File: src/rtl/aes256_m_axis_adapter_if.sv
// aes256_m_axis_adapter_if: AXI4-Stream bundle between the adapter and downstream logic.
interface aes256_m_axis_adapter_if #(parameter int DATA_W = 128);
   logic              tvalid;
   logic              tready;
   logic              tlast;
   logic [DATA_W-1:0] tdata;
   modport master (output tvalid, output tlast, output tdata, input tready);
   modport slave (input tvalid, input tlast, input tdata, output tready);
endinterface

File: src/rtl/aes256_m_axis_adapter.sv
// aes256_m_axis_adapter: buffers valid-only core results in a FWFT FIFO and re-presents them as AXI4-Stream with credit flow control.
// Optional sticky overflow flag and assertion: AES_OUT_OVERFLOW_CHK_EN.
module aes256_m_axis_adapter #(
   parameter int DEPTH      = 8,
   parameter int DATA_W     = 128,
   parameter int INFLIGHT_W = 5
) (
   input  logic                    clk,
   input  logic                    rst_n,
   input  logic                    pi_issue,
   input  logic                    pi_data_valid,
   input  logic                    pi_data_tlast,
   input  logic [DATA_W-1:0]       pi_data,
   output logic                    po_issue_allow,
   aes256_m_axis_adapter_if.master m_axis,
   output logic [INFLIGHT_W-1:0]   po_fill_level,
   output logic                    po_overflow
);
   localparam int PW = $clog2(DEPTH);
   logic [DATA_W:0]         mem [DEPTH];
   logic [PW-1:0]           wp, rp;
   logic [INFLIGHT_W-1:0]   occ, infl;
   logic                    full, rd, wr;
   assign full  = occ == INFLIGHT_W'(DEPTH);
   assign rd    = m_axis.tvalid & m_axis.tready;
   assign wr    = pi_data_valid & (~full | rd);
   assign m_axis.tvalid = occ != '0;
   assign m_axis.tdata  = m_axis.tvalid ? mem[rp][DATA_W-1:0] : '0;
   assign m_axis.tlast  = m_axis.tvalid & mem[rp][DATA_W];
   assign po_fill_level = occ;
   // Credit uses registered counters only, so no input reaches it combinationally.
   assign po_issue_allow = ({1'b0, occ} + {1'b0, infl}) < (INFLIGHT_W + 1)'(DEPTH);
   always_ff @(posedge clk)
      if (wr) mem[wp] <= {pi_data_tlast, pi_data};
   always_ff @(posedge clk or negedge rst_n)
      if (!rst_n) begin
         wp   <= '0;
         rp   <= '0;
         occ  <= '0;
         infl <= '0;
      end else begin
         if (wr) wp <= wp + PW'(1);
         if (rd) rp <= rp + PW'(1);
         if (wr && !rd) occ <= occ + INFLIGHT_W'(1);
         else if (rd && !wr) occ <= occ - INFLIGHT_W'(1);
         if (pi_issue && !pi_data_valid) infl <= infl + INFLIGHT_W'(1);
         else if (pi_data_valid && !pi_issue && infl != '0) infl <= infl - INFLIGHT_W'(1);
      end
`ifdef AES_OUT_OVERFLOW_CHK_EN
   logic err, ovf;
   assign err = (pi_data_valid & full & ~rd) | (pi_data_valid & ~pi_issue & (infl == '0));
   always_ff @(posedge clk or negedge rst_n)
      if (!rst_n) ovf <= 1'b0;
      else ovf <= ovf | err;
   assign po_overflow = ovf;
   a_no_overflow: assert property (@(posedge clk) disable iff (!rst_n) !err);
`else
   assign po_overflow = 1'b0;
`endif
endmodule

File: src/flat_wrapper.sv
// flat-port wrapper written by rule: the top's interface ports become plain ports
module aes256_m_axis_adapter_flat 
#(
   parameter int DEPTH      = 8,
   parameter int DATA_W     = 128,
   parameter int INFLIGHT_W = 5
)
  (clk, rst_n, pi_issue, pi_data_valid, pi_data_tlast, pi_data, po_issue_allow, po_fill_level, po_overflow, m_axis_tvalid, m_axis_tlast, m_axis_tdata, m_axis_tready);
  aes256_m_axis_adapter_if #(.DATA_W(DATA_W)) m_axis_i ();
  input  logic clk;
  input  logic rst_n;
  input  logic pi_issue;
  input  logic pi_data_valid;
  input  logic pi_data_tlast;
  input  logic [DATA_W-1:0] pi_data;
  output logic po_issue_allow;
  output logic [INFLIGHT_W-1:0] po_fill_level;
  output logic po_overflow;
  output wire logic [$bits(m_axis_i.tvalid)-1:0] m_axis_tvalid;
  output wire logic [$bits(m_axis_i.tlast)-1:0] m_axis_tlast;
  output wire logic [$bits(m_axis_i.tdata)-1:0] m_axis_tdata;
  input wire logic [$bits(m_axis_i.tready)-1:0] m_axis_tready;
  assign m_axis_tvalid = m_axis_i.tvalid;
  assign m_axis_tlast = m_axis_i.tlast;
  assign m_axis_tdata = m_axis_i.tdata;
  assign m_axis_i.tready = m_axis_tready;
  aes256_m_axis_adapter #(.DEPTH(DEPTH), .DATA_W(DATA_W), .INFLIGHT_W(INFLIGHT_W)) u_core (.clk(clk), .rst_n(rst_n), .pi_issue(pi_issue), .pi_data_valid(pi_data_valid), .pi_data_tlast(pi_data_tlast), .pi_data(pi_data), .po_issue_allow(po_issue_allow), .m_axis(m_axis_i), .po_fill_level(po_fill_level), .po_overflow(po_overflow));
endmodule
File: config.mk
export PLATFORM = sky130hd
export DESIGN_NAME = aes256_m_axis_adapter_flat
export DESIGN_NICKNAME = d
export VERILOG_FILES = /design/src/rtl/aes256_m_axis_adapter_if.sv /design/src/rtl/aes256_m_axis_adapter.sv /design/src/flat_wrapper.sv
export SDC_FILE = /design/constraint.sdc
export NUM_CORES = 1
export LEC_CHECK = 0
export BUFFER_PORTS_ARGS = -buffer_cell sky130_fd_sc_hd__buf_4
export CORE_MARGIN = 2
export CORE_UTILIZATION = 47
export CTS_CLUSTER_DIAMETER = 200
export DETAILED_ROUTE_END_ITERATION = 8
export GPL_TIMING_DRIVEN = 0
export PLACE_DENSITY = 0.61
export SETUP_SLACK_MARGIN = 0.15
export SLEW_MARGIN = 25
export SYNTH_ARGS = -nofsm -noshare
export SYNTH_HDL_FRONTEND = slang
export SYNTH_SLANG_ARGS = --single-unit
File: constraint.sdc
create_clock -name clk -period 18.4 [get_ports clk]
set_clock_uncertainty 0.1 [all_clocks]
set_input_delay 2.76 -clock clk [delete_from_list [all_inputs] [get_ports clk]]
set_output_delay 2.76 -clock clk [all_outputs]
set_load 0.01 [all_outputs]
==> out/qor.yml, run 1 <==
grt_first_pass_wirelength_mm: 132
p_leak_nw: 16.7
synth_edf_count: 1032
cts.sinks: 1048
coreArea_um2: 85000
insertion_delay_ns: 0.66
hold_class: "reg2reg"
grt_pass1_vias: 20100
crit_chain: "nor4_2 -> and2b_2 -> buf_2 -> clkbuf_1 -> nor2_1 -> buf_4"
ctsLongestPathBuffers: 3
power_w: 0.00799
drv_cap: 0
whs_path_depth: 1
final_layout_size_suffix_gt1_frac: 0.368
r2r_slack_ns: 15.37
synth_top_cell_by_area: "edfxtp_1"
crit_type: "reg2out"
wire_per_inst_um: 25.8
gp_congestion: 0.723
ctsRootBufferMaster: "clkbuf_16"
synth_area_per_cell_um2: 23.0
numCtsBuffers: 105
syn_area_um2: 40300
antenna_found_initial: 11
synth.most_common_cell: "edfxtp_1"
postRouteAntennaNets: 0
cts_tree: "done"
die_h_um: 297
drt-initial-drc-count: 1512
ys_seq_area_frac: 0.779
min_period_ns: 6.24
fillCellCount: 6219
r2r-end: "u_core.po_fill_level[4]"
ys_ff_latch: 1048
layout_setup_ws_ns: 12.16
hold_path_startpoint: "u_core.infl[4]"
critPathRequiredTime_ns: 15.54
ys_async_sr_fraction: 0.0153
io_buffers: 268
setup_viol: 0
tightest_slew_ns: 0.998
tns_ns: 0
synth.area.top_cells: "edfxtp_1 77%, mux4_2 14%, mux2i_1 3.3%"
io_pins: 271
dp_hpwl_mm: 59.3
slew_viol_final: 0
slowest_delay_ns: 0.61
via_per_inst: 5.49
yosys-top-cells-count: "1032 x edfxtp_1, 258 x mux4_2, 136 x nor2_1"
multi_input_area_um2: 8370
drc: 0
synth_cells: 1756
drt_first_pass_iters: 5
power.switching_w: 0.00244
cp_slowest_cell: "clkbuf_1"
cts_setup_buffers: 0
drt_wl_total_mm: 89.1
p_int_w: 0.00555
die_w_um: 297
whs_endpoint: "u_core.infl[4]"
synth_cell_types: 43
seq_area_um2: 31400
yosysWarnings: 0
clk_pin_slew_worst_paths_ns: 0.06
synth_ff_type: "edfxtp_1"
power_density_nw_per_um2: 163
syn_nets: 1905
start_util: 0.474
hold_viol_final: 0
finalInstanceArea_um2: 48800
vias: 19000
switching_share: 0.305
finalCritPeriodShare: 0.339
clockPowerShare: 0.257
clock.fmax_mhz: 160
vdd_drop_max_v: 0.0000986
cts-resized-gates: 0
row_count: 107
placed_area_um2: 45500
grt_use_total: 0.204
end_kind: "output port"
cp.arrival_ns: 3.38
seq_power_share: 0.386
synth_top_area_share: 0.769
cts_hold_buf: 0
comb_power_share: 0.358
status: "complete, no violations"
die_area_um2: 88100
cp_max_fo: 10
nets: 2381
slew-limit-headroom: 0.335
grt_setup_unrepaired: "no"
grt-ovfl-total: 0
reg2regPathDepth: 10
pre_cts_ws_ns: 12.77
grt_max_degree: 20
area_growth_pct: 21.2
timing.rr.start: "u_core.po_fill_level[4]"
start_kind: "flop"
htreeDepth: 3
-- power groups by stage --
| stage | Clock [W] | Combinational, W | Sequential [W] |
|---|---|---|---|
| 2_1_floorplan | 0 | 0.00165 | 0.00319 |
| 3_3_place_gp | 0 | 0.00272 | 0.00330 |
| 3_5_place_dp | 0 | 0.00292 | 0.00313 |
| 4_1_cts | 0.00209 | 0.00293 | 0.00308 |
| 5_1_grt | 0.00219 | 0.00307 | 0.00310 |
| 6_report | 0.00205 | 0.00286 | 0.00308 |
-- placed cells by master, fill, tap and decap left out, types with 3 or more instances in the layout --
master	netlist	final
clkbuf_1	25	46
bufinv_16	0	8
mux2i_1	132	132
buf_8	0	5
nor2_1	136	130
inv_1	4	4
mux2_2	3	3
clkinv_8	0	4
clkbuf_16	0	107
xnor2_1	8	8
buf_12	0	15
diode_2	0	4
dfrtp_1	16	16
ha_1	13	13
a21oi_1	3	3
nor3_1	5	3
clkbuf_8	0	3
clkinv_2	0	13
buf_4	1	301
o21ai_0	5	5
clkinv_1	0	25
buf_2	40	40
nand2_1	13	13
a21o_1	4	4
edfxtp_1	1032	1032
mux4_2	258	258
buf_6	25	40
buf_16	0	34
clkinvlp_4	0	4
nor2_4	0	6
nand3_1	5	5
-- how the worst max path moves through the flow --
stage                     cells after the start  slack (ns)                end               startpoint
after CTS                                     6       12.05   m_axis_tdata[50]  u_core.po_fill_level[4]
after floorplan                               3        5.73   u_core.mem[5][0]            m_axis_tready
after global routing                          6       12.02   m_axis_tdata[50]  u_core.po_fill_level[2]
after global placement                        4       -4.92  u_core.mem[5][86]            m_axis_tready
after detailed placement                      6       12.77   m_axis_tdata[50]  u_core.po_fill_level[2]
final                                         6       12.16   m_axis_tdata[49]  u_core.po_fill_level[4]
-- kinds of logic after synthesis --
group,Yosys count,synth area share
AND/OR/NAND/NOR,170,0.0172
buffers and inverters,96,0.0149
flip-flops,1048,0.779
AO/OA/AOI/OAI,22,0.00373
multiplexers,394,0.178
adder cells (fa/ha/maj),15,0.00503
other,1,0.0000930
XOR/XNOR,10,0.00217
-- registers in the layout, indices dropped and copies added (netlist names) --
| signal | flops |
|---|---|
| u_core.mem | 1032 |
| u_core.infl | 5 |
| u_core.po_fill_level | 5 |
| u_core.rp | 3 |
| u_core.wp | 3 |
-- through the flow --
stage	hold slack [ns]	utilization	instances
after CTS	0.420	0.574	3457
after detailed placement	0.408	0.536	3269
after floorplan	0.367	-	1756
after global routing	0.432	0.575	3460
final	0.415	0.575	3461
after global placement	0.394	0.515	3168
-- routing by layer --
metal | share of wire | GRT usage | vias up
met4 | 0.021 | 0.0589 | 12
li1 | - | - | 8301
met2 | 0.51 | 0.343 | 537
met5 | 0.00082 | 0 | -
met3 | 0.060 | 0.0379 | 109
met1 | 0.41 | 0.274 | 10100
-- worst max-delay path: cells and delay by family, from the launching register on --
kind / cells / cell delay, ns
buffers and inverters: 3 / 1.39
DFF: 1 / 0.46
and+or+nand+nor: 3 / 0.85
-- layout make-up --
type | count | area share
clock buffer | 133 | 0.0574
multi-input combinational | 612 | 0.171
sequential | 1048 | 0.643
antenna | 4 | 0.000205
inverter | 5 | 0.000384
tap | 1144 | 0.0293
clock inverter | 55 | 0.0103
timing repair buffer | 369 | 0.0764
buffer | 91 | 0.0120
No activity file was read; power rests on OpenSTA's default activity.
==> run 2, diff against run 1 <==
--- a/config.mk
+++ b/config.mk
@@ -11,7 +11,7 @@
 export CTS_CLUSTER_DIAMETER = 200
 export DETAILED_ROUTE_END_ITERATION = 8
 export GPL_TIMING_DRIVEN = 0
-export PLACE_DENSITY = 0.61
+export PLACE_DENSITY = 0.64
 export SETUP_SLACK_MARGIN = 0.15
 export SLEW_MARGIN = 25
 export SYNTH_ARGS = -nofsm -noshare
==> constraint.sdc (replaced) <==
create_clock -name clk -period 5.35 [get_ports clk]
set_clock_uncertainty 0.1 [all_clocks]
set_input_delay 0.8025 -clock clk [delete_from_list [all_inputs] [get_ports clk]]
set_output_delay 0.8025 -clock clk [all_outputs]
set_load 0.01 [all_outputs]
==> run 2 against run 1 <==
  * Sequential power rose to 3.4 times the previous value
  * Count of clock-buffer cells in the layout rose by 1
  * Final cell count fell by 0.32%
  * Critical path depth did not move
  * Combinational power rose to 3.4 times the previous value
  * Design area barely moved
  * Register-to-register slack got worse by 13 ns
  * Total power rose to 3.4 times the previous value
  * Clock power rose to 3.4 times the previous value
  * Critical path type unchanged
  * Largest cell class unchanged
==> out/qor.yml, run 2 (same netlist as run 1, synthesis figures left out) <==
clk_pin_slew_worst_paths_ns: 0.06
insertion_delay_ns: 0.65
tns_ns: 0
start_kind: "flop"
vias: 19000
grt_use_total: 0.203
gp_congestion: 0.718
numCtsBuffers: 105
p_leak_nw: 16.6
slowest_delay_ns: 0.61
crit_start: "u_core.po_fill_level[4]"
cp.arrival_ns: 3.31
finalCritPeriodShare: 0.787
drt_wl_total_mm: 89.4
cp_max_fo: 10
ctsLongestPathBuffers: 3
cts.sinks: 1048
start_util: 0.474
antenna_found_initial: 13
end_kind: "output port"
die_w_um: 297
final_common_cell: "edfxtp_1"
slew-limit-headroom: 0.365
htreeDepth: 3
grt_first_pass_wirelength_mm: 132
die_area_um2: 88100
grt_max_degree: 20
wire_per_inst_um: 25.9
cp_slowest_cell: "buf_2"
postRouteAntennaNets: 0
row_count: 107
r2r-end: "u_core.po_fill_level[4]"
min_period_ns: 4.21
cts_tree: "done"
grt_pass1_vias: 20100
ctsRootBufferMaster: "clkbuf_16"
dp_hpwl_mm: 58.7
top_register: "u_core.mem"
final_layout_size_suffix_gt1_frac: 0.363
fillCellCount: 6230
drv_cap: 0
power_density_nw_per_um2: 560
r2r_slack_ns: 2.28
seq_area_um2: 31400
crit_chain: "nor4_2 -> and2b_2 -> buf_2 -> clkbuf_1 -> nor2_1 -> buf_4"
endpoint: "m_axis_tdata[114]"
slew_viol_final: 0
critPathRequiredTime_ns: 4.45
reg2regPathDepth: 10
drt_first_pass_iters: 5
timing.rr.start: "u_core.po_fill_level[4]"
crit_type: "reg2out"
layout_common_cells: "1032 x edfxtp_1, 269 x buf_4, 258 x mux4_2"
status: "complete, no violations"
hold_viol_final: 0
tightest_slew_ns: 0.952
multi_input_area_um2: 8380
die_h_um: 297
vdd_drop_max_v: 0.000366
hold_class: "in2reg"
clock.fmax_mhz: 237
io_buffers: 268
drt-initial-drc-count: 1709
largest_reg_flops: 1032
drc: 0
area_growth_pct: 21.3
hold_slack_ns: 0.268
io_pins: 271
grt_setup_unrepaired: "no"
coreArea_um2: 85000
grt-ovfl-total: 0
setup_viol: 0
via_per_inst: 5.51
nets: 2365
-- run 2: cell count changes in the layout (fill, tap and decap cells not counted), sizes merged --
cell	before	now
clkinv	42	49
dlygate4sd3	0	1
buf	435	418
inv	6	8
bufinv	8	4
clkbuf	158	159
diode	4	5
clkinvlp	4	2
-- run 2: worst max-delay path: cells and delay by family, from the launching register on --
kind / cells / cell delay (ns)
simple gates: 3 / 0.80
flops: 1 / 0.47
buf+inv: 3 / 1.37
-- run 2: timing repair --
action                                 CTS  global route
endpoints found under the hold margin   16             0
hold buffers                             1             0
buffers inserted                         0             0
resized for setup                        0             0
-- run 2: worst min path at each step --
stage | from | slack, ns | to | depth (start not counted)
finish | pi_data[69] | 0.27 | u_core.mem[0][69] | 1
global route | pi_data[13] | 0.25 | u_core.mem[2][13] | 1
CTS | pi_data[30] | 0.22 | u_core.mem[5][30] | 1
detailed placement | u_core.infl[4] | 0.41 | u_core.infl[4] | 1
global placement | u_core.infl[4] | 0.39 | u_core.infl[4] | 1
floorplan | u_core.infl[4] | 0.37 | u_core.infl[4] | 1
-- run 2: metal layers --
layer / track usage / vias up / routed length [µm]
li1: - / 8287 / -
met1: 0.272 / 10100 / 36600
met2: 0.342 / 510 / 45700
met3: 0.0385 / 124 / 5280
met4: 0.0598 / 14 / 1760
met5: 0 / - / 92
-- run 2: power breakdown --
part	switching, W	internal (W)
registers	0.000296	0.0103
clock network	0.00297	0.00394
logic	0.00513	0.00473
total	0.00840	0.0190
-- run 2: layout make-up --
class / count / share of cell area
Clock inverter: 58 / 0.00824
Inverter: 5 / 0.000384
Sequential cell: 1048 / 0.642
Timing Repair Buffer: 353 / 0.0778
Clock buffer: 134 / 0.0583
Tap cell: 1144 / 0.0293
Buffer: 91 / 0.0120
Antenna cell: 5 / 0.000256
Multi-Input combinational cell: 612 / 0.171
-- run 2: stage by stage --
step	utilization	area (µm²)	instances	setup slack, ns	power [W]
floorplan	-	40300	1756	-1.84	0.0166
global placement	0.515	43800	3168	-8.36	0.0206
detailed placement	0.536	45600	3252	1.74	0.0209
CTS	0.575	48900	3445	1.00	0.0278
global route	0.575	48900	3449	0.955	0.0287
finish	0.575	48900	3450	1.14	0.0274
==> run 3, diff against run 2 <==
--- a/config.mk
+++ b/config.mk
@@ -11,7 +11,7 @@
 export CTS_CLUSTER_DIAMETER = 200
 export DETAILED_ROUTE_END_ITERATION = 8
 export GPL_TIMING_DRIVEN = 0
-export PLACE_DENSITY = 0.64
+export PLACE_DENSITY = 0.61
 export SETUP_SLACK_MARGIN = 0.15
 export SLEW_MARGIN = 25
 export SYNTH_ARGS = -nofsm -noshare
==> constraint.sdc (replaced) <==
create_clock -name clk -period 4.05 [get_ports clk]
set_clock_uncertainty 0.1 [all_clocks]
set_input_delay 0.6075 -clock clk [delete_from_list [all_inputs] [get_ports clk]]
set_output_delay 0.6075 -clock clk [all_outputs]
set_load 0.01 [all_outputs]
==> run 3 against run 2 <==
  * Non-clock buffer count rose by 5
  * Hold slack got worse by 0.18 ns
  * Sequential cell count did not move
  * Highest routed layer unchanged
  * The flow now finishes with violations (antenna violations)
==> out/qor.yml, run 3 (same netlist as run 1, synthesis figures left out) <==
status: "complete, but fails checks"
violations: "antenna violations"
slowest_delay_ns: 0.48
postRouteAntennaNets: 1
largest_reg_flops: 1032
numCtsBuffers: 106
slew-limit-headroom: 0.365
gr-usage-met3: 0.0397
drt_wl_total_mm: 91.1
critPathRequiredTime_ns: 3.34
dp_hpwl_mm: 59.8
timing.rr.start: "u_core.po_fill_level[4]"
finalCritPeriodShare: 0.912
crit_top_cell: "buf_2"
final_util: 0.577
setup_viol: 0
crit_start: "u_core.rp[1]"
gp_congestion: 0.731
crit_type: "reg2out"
grt_max_degree: 19
cp.arrival_ns: 2.98
drc: 0
grt-ovfl-total: 0
slew_viol_final: 0
grt_use_total: 0.207
tightest_slew_ns: 0.952
gr-usage-met2: 0.353
ctsRootBufferMaster: "clkbuf_16"
final_common_cell: "edfxtp_1"
drt_first_pass_iters: 5
cp_num_buf_inv: 4
via_per_inst: 5.52
use_met1: 0.278
die_h_um: 297
start_kind: "flop"
final_layout_size_suffix_gt1_frac: 0.367
vdd_drop_max_v: 0.000447
row_count: 107
crit_chain: "buf_2 -> clkbuf_2 -> buf_2 -> mux4_2 -> mux2i_1 -> nor2_1 -> buf_4"
cts_tree: "done"
clk_pin_slew_worst_paths_ns: 0.06
coreArea_um2: 85000
io_pins: 271
clock.fmax_mhz: 271
hold_viol_final: 0
drv_cap: 0
layout_common_cells: "1032 x edfxtp_1, 270 x buf_4, 258 x mux4_2"
cts.sinks: 1048
nets: 2371
grt_setup_unrepaired: "no"
wire_per_inst_um: 26.3
tns_ns: 0
die_w_um: 297
min_period_ns: 3.69
top_register: "u_core.mem"
antenna_found_initial: 8
drt-initial-drc-count: 1670
die_area_um2: 88100
grt_pass1_vias: 20100
end_kind: "output port"
htreeDepth: 3
vias: 19100
hold_class: "in2reg"
grt_first_pass_wirelength_mm: 134
cp_max_fo: 15
area_growth_pct: 21.8
power_density_nw_per_um2: 744
insertion_delay_ns: 0.64
cp_top_family: "buffers and inverters"
ctsLongestPathBuffers: 3
hold_path_startpoint: "pi_data[82]"
start_util: 0.474
p_leak_nw: 16.7
top_usage_layer: "met2"
cp_slowest_cell: "clkbuf_2"
io_buffers: 268
-- run 3: per-layer routing --
layer | wire [µm] | part of all wire | up-vias
li1 | - | - | 8308
met1 | 37600 | 0.41 | 10200
met2 | 46800 | 0.51 | 496
met3 | 5020 | 0.055 | 121
met4 | 1690 | 0.019 | 10
met5 | 69 | 0.00076 | -
-- run 3: per-stage QoR --
step,instance area [µm²],power (W),worst slack (ns),instances,hold slack [ns]
6_report,49100,0.0365,0.358,3462,0.0849
5_1_grt,49100,0.0382,0.219,3456,0.0502
4_1_cts,49100,0.0370,0.197,3456,0.0256
3_3_place_gp,43800,0.0269,-4.99,3168,0.380
2_1_floorplan,40400,0.0218,-1.09,1756,0.212
3_5_place_dp,45700,0.0276,0.646,3257,0.382
-- run 3: worst reg2reg max path: stages (launching register included) --
cell	delay, ns
dfrtp_1	0.47
nor4_2	0.34
and2b_2	0.25
inv_2	0.06
nand2_1	0.12
ha_1	0.25
inv_1	0.16
fa_1	0.43
a21o_1	0.23
a2111oi_0	0.43
o31ai_1	0.15
-- run 3: final cells by class --
type / instances / area (µm²)
well taps: 1144 / 1430
plain buffers: 91 / 598
clock buffers: 131 / 2810
multi-input cells: 612 / 8390
clock inverters: 67 / 544
flip-flops and latches: 1048 / 31400
repair buffers: 358 / 3890
inverters: 5 / 18.8
diodes: 6 / 15.0
fillers: 6255 / 35900
-- run 3: path summary, 6_finish.rpt --
path,end,slack (ns),depth (start not counted)
worst max-delay path,m_axis_tdata[92],0.36,7
worst min-delay path,u_core.mem[4][82],0.08,1
worst max register to register,u_core.po_fill_level[4],0.94,10
worst min register to register,u_core.infl[4],0.41,1
max in group asynchronous,u_core.rp[2],3.33,2
min in group asynchronous,u_core.infl[4],0.32,2
-- run 3: timing repair --
action                                  in CTS  in global routing
hold buffers                                 1                  0
endpoints found under the setup margin      40                 21
gates cloned                                 0                  0
pin swaps                                    0                  0
hold endpoints to repair                    16                  0
resized for setup                            4                  3
buffers inserted                             0                  0
-- run 3: report_power, final --
| group | total, W | switching (W) | internal [W] | leakage, nW |
|---|---|---|---|---|
| registers | 0.0140 | 0.000394 | 0.0136 | 9.56 |
| logic | 0.0131 | 0.00685 | 0.00629 | 5.52 |
| clock network | 0.00939 | 0.00397 | 0.00542 | 1.64 |
